### config.mk
export PLATFORM = sky130hd
export DESIGN_NAME = sqrt_check
export DESIGN_NICKNAME = d
export VERILOG_FILES = /design/src/rtl/sqrt_pkg.sv /design/src/rtl/seq_shift_add_mul.sv /design/src/rtl/sqrt_check.sv
export SDC_FILE = /design/constraint.sdc
export NUM_CORES = 1
export LEC_CHECK = 0
export CELL_PAD_IN_SITES_DETAIL_PLACEMENT = 0
export CELL_PAD_IN_SITES_GLOBAL_PLACEMENT = 1
export CORE_MARGIN = 5
export CORE_UTILIZATION = 39
export CTS_BUF_LIST = sky130_fd_sc_hd__clkbuf_8 sky130_fd_sc_hd__clkbuf_16
export CTS_CLUSTER_SIZE = 28
export DETAILED_ROUTE_END_ITERATION = 7
export HOLD_SLACK_MARGIN = 0.06
export PLACE_DENSITY_LB_ADDON = 0.15
export SLEW_MARGIN = 15
export SYNTH_ARGS = -nofsm -noshare
export SYNTH_HDL_FRONTEND = slang
export SYNTH_SLANG_ARGS = --single-unit
### constraint.sdc
create_clock -name clock -period 3.1 [get_ports clock]
set_clock_uncertainty 0.05 [all_clocks]
set_input_delay 0.465 -clock clock [delete_from_list [all_inputs] [get_ports clock]]
set_output_delay 0.465 -clock clock [all_outputs]
set_load 0.02 [all_outputs]
### src/rtl/sqrt_pkg.sv
// Shared constants for the integer square-root unit and its checker.
package sqrt_pkg;

  localparam int unsigned SQRT_VW = 8;

  localparam logic [1:0] S_IDLE = 2'd0;
  localparam logic [1:0] S_MUL  = 2'd1;
  localparam logic [1:0] S_CMP  = 2'd2;

endpackage

### src/rtl/seq_shift_add_mul.sv
// Iterative shift-add multiplier: one multiplier bit per cycle, VW cycles after start.
module seq_shift_add_mul #(
  parameter int unsigned VW = 8
) (
  input  logic            clock,
  input  logic            reset,
  input  logic            i_start,
  input  logic [VW-1:0]   i_mcand,
  input  logic [VW-1:0]   i_mplier,
  output logic            o_last_c,
  output logic [2*VW-1:0] o_product
);

  localparam int unsigned PW = 2 * VW;
  localparam int unsigned CW = (VW > 1) ? $clog2(VW) : 1;

  logic [PW-1:0] r_mcand;
  logic [VW-1:0] r_mplier;
  logic [PW-1:0] r_acc;
  logic [CW-1:0] r_cnt;
  logic          r_run;
  logic [PW-1:0] w_partial;

  assign w_partial = r_mplier[r_cnt] ? (r_mcand << r_cnt) : '0;
  // Asserted during the cycle whose edge performs the final partial-product add.
  assign o_last_c  = r_run && (r_cnt == CW'(VW - 1));
  assign o_product = r_acc;

  always_ff @(posedge clock) begin
    if (reset) begin
      r_mcand  <= '0;
      r_mplier <= '0;
      r_acc    <= '0;
      r_cnt    <= '0;
      r_run    <= 1'b0;
    end else if (i_start) begin
      r_mcand  <= PW'(i_mcand);
      r_mplier <= i_mplier;
      r_acc    <= '0;
      r_cnt    <= '0;
      r_run    <= 1'b1;
    end else if (r_run) begin
      r_acc <= r_acc + w_partial;
      r_cnt <= r_cnt + CW'(1);
      if (o_last_c) r_run <= 1'b0;
    end
  end

endmodule

### src/rtl/sqrt_check.sv
// Verifies a candidate floor square root: squares root_in and checks root^2 <= value < (root+1)^2.
module sqrt_check
  import sqrt_pkg::*;
#(
  parameter int unsigned VW = SQRT_VW
) (
  input  logic            clock,
  input  logic            reset,
  input  logic            start_in,
  input  logic [VW-1:0]   root_in,
  input  logic [VW-1:0]   value_in,
  output logic            busy,
  output logic            done,
  output logic [2*VW-1:0] square_out,
  output logic            pass
);

  localparam int unsigned PW = 2 * VW;
  localparam int unsigned UW = 2 * VW + 1;

  logic [1:0]    r_state, w_state_nxt;
  logic [VW-1:0] r_root, w_root_nxt;
  logic [VW-1:0] r_val, w_val_nxt;
  logic          r_busy, w_busy_nxt;
  logic          r_done, w_done_nxt;
  logic          r_pass, w_pass_nxt;
  logic [PW-1:0] r_square, w_square_nxt;

  logic          w_mul_start;
  logic          w_mul_last;
  logic [PW-1:0] w_prod;
  logic [UW-1:0] w_upper;
  logic [UW-1:0] w_val_ext;
  logic          w_in_range;

  assign w_mul_start = (r_state == S_IDLE) && start_in;

  seq_shift_add_mul #(.VW(VW)) u_mul (
    .clock     (clock),
    .reset     (reset),
    .i_start   (w_mul_start),
    .i_mcand   (root_in),
    .i_mplier  (root_in),
    .o_last_c  (w_mul_last),
    .o_product (w_prod)
  );

  // Upper bound carries one extra bit so root = 2^VW-1 cannot wrap.
  assign w_upper    = UW'(w_prod) + (UW'(r_root) << 1) + UW'(1);
  assign w_val_ext  = UW'(r_val);
  assign w_in_range = (w_val_ext >= UW'(w_prod)) && (w_val_ext < w_upper);

  always_comb begin
    w_state_nxt  = r_state;
    w_root_nxt   = r_root;
    w_val_nxt    = r_val;
    w_busy_nxt   = r_busy;
    w_done_nxt   = 1'b0;
    w_pass_nxt   = r_pass;
    w_square_nxt = r_square;
    case (r_state)
      S_IDLE: begin
        if (start_in) begin
          w_root_nxt  = root_in;
          w_val_nxt   = value_in;
          w_busy_nxt  = 1'b1;
          w_state_nxt = S_MUL;
        end
      end
      S_MUL: begin
        if (w_mul_last) w_state_nxt = S_CMP;
      end
      S_CMP: begin
        w_square_nxt = w_prod;
        w_pass_nxt   = w_in_range;
        w_done_nxt   = 1'b1;
        w_busy_nxt   = 1'b0;
        w_state_nxt  = S_IDLE;
      end
      default: begin
        w_busy_nxt  = 1'b0;
        w_state_nxt = S_IDLE;
      end
    endcase
  end

  always_ff @(posedge clock) begin
    if (reset) begin
      r_state  <= S_IDLE;
      r_root   <= '0;
      r_val    <= '0;
      r_busy   <= 1'b0;
      r_done   <= 1'b0;
      r_pass   <= 1'b0;
      r_square <= '0;
    end else begin
      r_state  <= w_state_nxt;
      r_root   <= w_root_nxt;
      r_val    <= w_val_nxt;
      r_busy   <= w_busy_nxt;
      r_done   <= w_done_nxt;
      r_pass   <= w_pass_nxt;
      r_square <= w_square_nxt;
    end
  end

  assign busy       = r_busy;
  assign done       = r_done;
  assign pass       = r_pass;
  assign square_out = r_square;

endmodule

# Word level (Yosys, flattened, before mapping)
# Cells that the tools add are included.
classes:
  addsub: 4
  multipliers: 0
  n_div: 0
  order_cmp: 3
  n_eq_ne: 5
  shifts: 1
  muxes: 12
  bitwise_logic: 1
  n_reduce_logical: 8
op_table:
  columns: ["op", "n"]
  rows:
  - ["adder 16 x 9 -> 17 bit", 1]
  - ["adder 17 x 1 -> 17 bit, second input constant", 1]
  - ["less-than comparator 8 x 17 -> 1 bit", 1]
  - ["adder 16 bit", 1]
  - [">= comparator 8 x 16 -> 1 bit", 1]
  - ["2-to-1 mux 16 bit", 1]
  - ["left shift 8 x 3 -> 16 bit", 1]
  - ["2-to-1 mux 1 bit", 6]
  - ["AND reduction 2 bit", 3]
  - ["less-than comparator 3 x 4 -> 1 bit, second input constant", 1]
  - ["2-to-1 mux 2 bit", 2]
  - ["one-hot mux 2 bit (2 select lines)", 1]
  - ["adder 3 x 1 -> 3 bit, second input constant", 1]
  - ["binary-select mux 1 bit (select 3 bit)", 1]
  - ["== test 3 bit, second input constant", 1]
  - ["logical AND 1 bit", 3]
  - ["== test 2 x 1 -> 1 bit, second input constant", 1]
  - ["== test 2 bit, second input constant", 1]
  - ["logical NOT 2 bit", 1]
  - ["!= test 2 x 1 -> 1 bit, second input constant", 1]
  - ["!= test 2 bit, second input constant", 1]
  - ["one-hot mux 1 bit (2 select lines)", 1]
  - ["OR reduction 2 bit", 1]
  - ["NOT 1 bit", 1]
totals:
  register_bits: 65
  latchBits: 0
  ramBits: 0
  romBits: 0
  in_bits: 19
  out_inout_bits: 19
  n_memories: 0

# Depth between registers and ports, before layout
logic_depth:
  ltp_word: 5
  mapped_depth: 16

# Modules after synthesis
# From an unflattened synthesis, not the netlist that was laid out.
hier_totals:
  hier_cells: 582
  area_unflattened_um2: 4605.7
by_module_without_submodules:
  columns: ["mod", "instances", "cells_each", "area_each_um2", "seq_area_each_um2"]
  rows:
  - ["seq_shift_add_mul", 1, 290, 2354.8, 720.7]
  - ["sqrt_check", 1, 292, 2250.9, 740.7]

# Least setup slack after synthesis
# Ideal clock, no wire load.
synth_path:
  kind: "reg-to-reg"
  from: "register u_mul.r_cnt[0]"
  to: "register u_mul.r_acc[13], in the netlist u_mul.o_product[13]"
  setup_ps: 132
  arrival_ps: 3077
  required_ps: 2918
  slack_ps: -160
  stages_incl_launch_ff: 14
  path_buffers: 2
  path_cell_list: "dfxtp_1 clkbuf_1 clkbuf_1 mux2i_1 nor2_1 a211oi_1 ha_1 o21a_1 o2111ai_2 o21bai_1 a21oi_1 or4_1 nand3_1 a21oi_1"
synth_between:
  elab_chain_cells: 4
  elab_cells_between_ends: 5
synth_rtl:
  columns: ["item", "line", "text"]
  rows:
  - ["start: declaration", "seq_shift_add_mul.sv:20", "logic [CW-1:0] r_cnt;"]
  - ["start signal: assignment", "seq_shift_add_mul.sv:44", "r_cnt <= r_cnt + CW'(1);"]
  - ["binary-select mux 1 bit (select 3 bit)", "seq_shift_add_mul.sv:24", "assign w_partial = r_mplier[r_cnt] ? (r_mcand << r_cnt) : '0;"]
  - ["2-to-1 mux 1 bit (not written as such)", "seq_shift_add_mul.sv:24", null]
  - ["2-to-1 mux 16 bit (*)", "seq_shift_add_mul.sv:24", null]
  - ["adder 16 bit (*)", "seq_shift_add_mul.sv:43", "r_acc <= r_acc + w_partial;"]
  - ["end signal: assignment", "seq_shift_add_mul.sv:43", null]
  - ["end: declaration", "seq_shift_add_mul.sv:19", "logic [PW-1:0] r_acc;"]
# Every way passes the cells marked *; elsewhere a longest branch is shown, timed or not. The select of a mux whose other input is x is not followed.
# A chain may end at the register's enable or synchronous reset.

# Worst setup path after layout
# Ends and elaborated chain as after synthesis.

==> reports/qor.txt <==
Status: finished, final reports clean
Share of layout cells above drive strength 1: 18.5%
Clk sinks: 57
Avg Inst Size Synth: 7.96 µm²
CTS max path bufs: 2
Setup WS post-layout: 0.0972 ns
Core area: 0.00982 mm²
Antenna diode count: 0
Register bit count reported by yosys: 57
I/O Buffers: 37
Share of the synthesized area in the top cell type: 29.0%
Fmax achieved: 0.333 GHz
Gr ovfl total: 0
Warnings, synthesis: 0
Hold slack: 0.403 ns
Critical path origin: u_mul.r_cnt[0]
Arr. time, crit path: 3.18 ns
Final Hold Fails: 0
Post-synthesis xor/xnor area fraction: 4.68%
Synth Flop Type: dfxtp_1
Register area share after synthesis: 29.0%
Placement Setup Slack: -0.103 ns
HP Class: reg2reg
Final setup fails: 0
Detailed router's first-iteration violation count: 120
Netlist cell types: 53
CP endpoint kind: flip-flop
Mapped Area: 0.00393 mm²
Fin. max-slew vios: 0
Fin nets: 630
Commonest non-fill, non-tap cell in the layout: nand2_1
Initial Utilization: 40.0%
CP Launch Type: flip-flop
Residual DRC: 0
Post-synth EDFFs: 0
Area leader, netlist: dfxtp_1
Worst Path Max Fanout: 5
Drt first pass iters: 4
Worst r2r src: u_mul.r_cnt[0]
Max Cap Violations: 0
Placer Congestion: 0.869
H-Tree Depth: 3
Vias in the first global route: 3618
Post-layout util: 51.8%
Global-route wire length before repair: 17500 µm
Min cycle time layout: 3.00 ns
Setup slack, reg-to-reg: 0.1 ns
Mapped Nets: 556
RSZ-0062 raised after global routing: true
Critical path required time: 3.28 ns
Adder-cell share of the synthesized area: 14.1%
Total CTS buffers: 9
Slowest CP cell: mux4_2
Peak supply drop: 0.000157 V
DRT antenna net count: 0
Vias per std cell: 5.23
Worst-path clk slew: 0.07 ns
Compound-Gate Fraction of Synth Area: 21.2%
Final wirelength: 10700 µm
Root buf cell: clkbuf_8
IO Count: 38
Max-slew headroom: 54.1%
Post-route clock period utilization: 96.9%
Worst Max-Slew Pin Slew: 0.688 ns
Lkg Pwr: 2.08 nW
Post-synth ARST share: 0%
Mux cell area share after synthesis: 7.41%
Post-DP HPWL: 8070 µm
PwrDens: 346 mW/mm²
Die width: 110 µm
DR vias: 3692
Max incr delay on CP: 0.53 ns
Largest family of logic cells by synthesized area: compound AO/OA/AOI/OAI gates
Row Count: 36
Post-synthesis simple-gate area fraction: 19.5%
Initial antenna violation count: 0
Commonest non-fill, non-tap cells in the layout: nand2_1, a21oi_1, dfxtp_1, buf_4, nor2_1
Ranking of synthesized cells by area: dfxtp_1, ha_1, a21oi_1
DR WL/cell: 15.2 µm
Syn Inst Count: 494
Die H: 110 µm
CTS tree: built
Crit-path cells: mux4_2, nand2b_4, and2_4, nor2_1, ha_1, o21a_1, o2111ai_2, o21bai_2, a21oi_2, or4_1, nand3_1, a21oi_1
Largest net degree at the start of global routing: 40
Gr usage total: 17.4%
Die ar.: 0.0122 mm²
Layout area overhead: 29.4%
Worst-Skew Late Latency: 0.34 ns
Kind of critical path: reg2reg
Hold_sp: square_out[14]
-- kinds of logic after synthesis --
kind of cell / after synthesis
simple gates: 175
compound gates: 130
flops: 57
fa+ha+maj: 43
buf+inv: 42
mux: 26
xor+xnor: 21
-- final timing paths --
kind | end | cells after the start
max | u_mul.o_product[13] | 12
min | square_out[14] | 2
max reg2reg | u_mul.o_product[13] | 12
min reg2reg | square_out[14] | 2
-- registers in the layout, indices dropped and copies added (netlist names) --
signal,cells
square_out,16
u_mul.o_product,16
r_root,8
r_val,8
u_mul.r_cnt,3
r_state,2
busy,1
done,1
pass,1
u_mul.r_run,1
-- where the power goes --
| part | switching [mW] | internal (mW) | leakage (nW) |
|---|---|---|---|
| Clock | 0.334 | 0.394 | 0.0985 |
| Sequential | 0.0205 | 0.751 | 0.464 |
| Combinational | 0.136 | 0.128 | 1.51 |
-- stage by stage --
step	power [mW]	instance area (µm²)	setup TNS, ns	std cells
2_1_floorplan	0.937	3940	0	494
3_3_place_gp	1.03	4690	-0.0701	681
3_5_place_dp	1.03	4690	-0.244	681
4_1_cts	1.77	4900	0	697
5_1_grt	1.85	5090	-0.0878	706
6_report	1.76	5090	0	706
-- what timing repair did --
action / 4_1_cts / 5_1_grt
pin swaps: 0 / 15
resized for setup: 2 / 29
gates cloned: 0 / 0
hold buffers: 0 / 0
setup buffers: 0 / 9
endpoints found under the setup margin: 3 / 6
-- critical path, delay by kind of cell, from the launching register on --
| family | cells | cell delay [ns] |
|---|---|---|
| compound gates | 5 | 0.69 |
| flops | 1 | 0.37 |
| mux | 1 | 0.53 |
| simple gates | 5 | 0.96 |
| fa+ha+maj | 1 | 0.29 |
-- cells in the mapped netlist, types with 2 or more instances --
library cell  instances
a21oi_1              62
nor3b_1               2
nand2b_1             10
nor2_1               48
nand2_1              81
o21ai_0              16
a211o_1               2
xor2_1               11
o31ai_1               3
nor2b_1               3
inv_1                17
clkbuf_1             21
and2_1                3
and4_1                4
nor3_1                4
ha_1                 41
xnor2_1              10
fa_1                  2
o21bai_1              6
a21o_1                7
o211ai_1              2
mux4_2                2
mux2i_1              19
dfxtp_1              57
a211oi_1              8
a31oi_1               3
buf_1                 2
o21a_1                5
mux2_2                5
and3_1                3
nand3_1              12
a21boi_0              2
-- routing by layer --
layer / vias to the layer above / track usage, % / share of wire (%)
li1: 1888 / - / -
met1: 1736 / 21.3 / 47
met2: 55 / 30.5 / 49
met3: 13 / 4.60 / 2.9
met4: 0 / 4.11 / 1.3
met5: - / 0 / 0
-- layout make-up --
cell class / count / area, µm²
Fill cell: 999 / 4730
Tap cell: 133 / 166
Multi-Input combinational cell: 395 / 2750
Clock inverter: 6 / 67.6
Timing Repair Buffer: 88 / 757
Inverter: 17 / 63.8
Sequential cell: 57 / 1150
Clock buffer: 10 / 138
(Power assumes the default switching activity.)
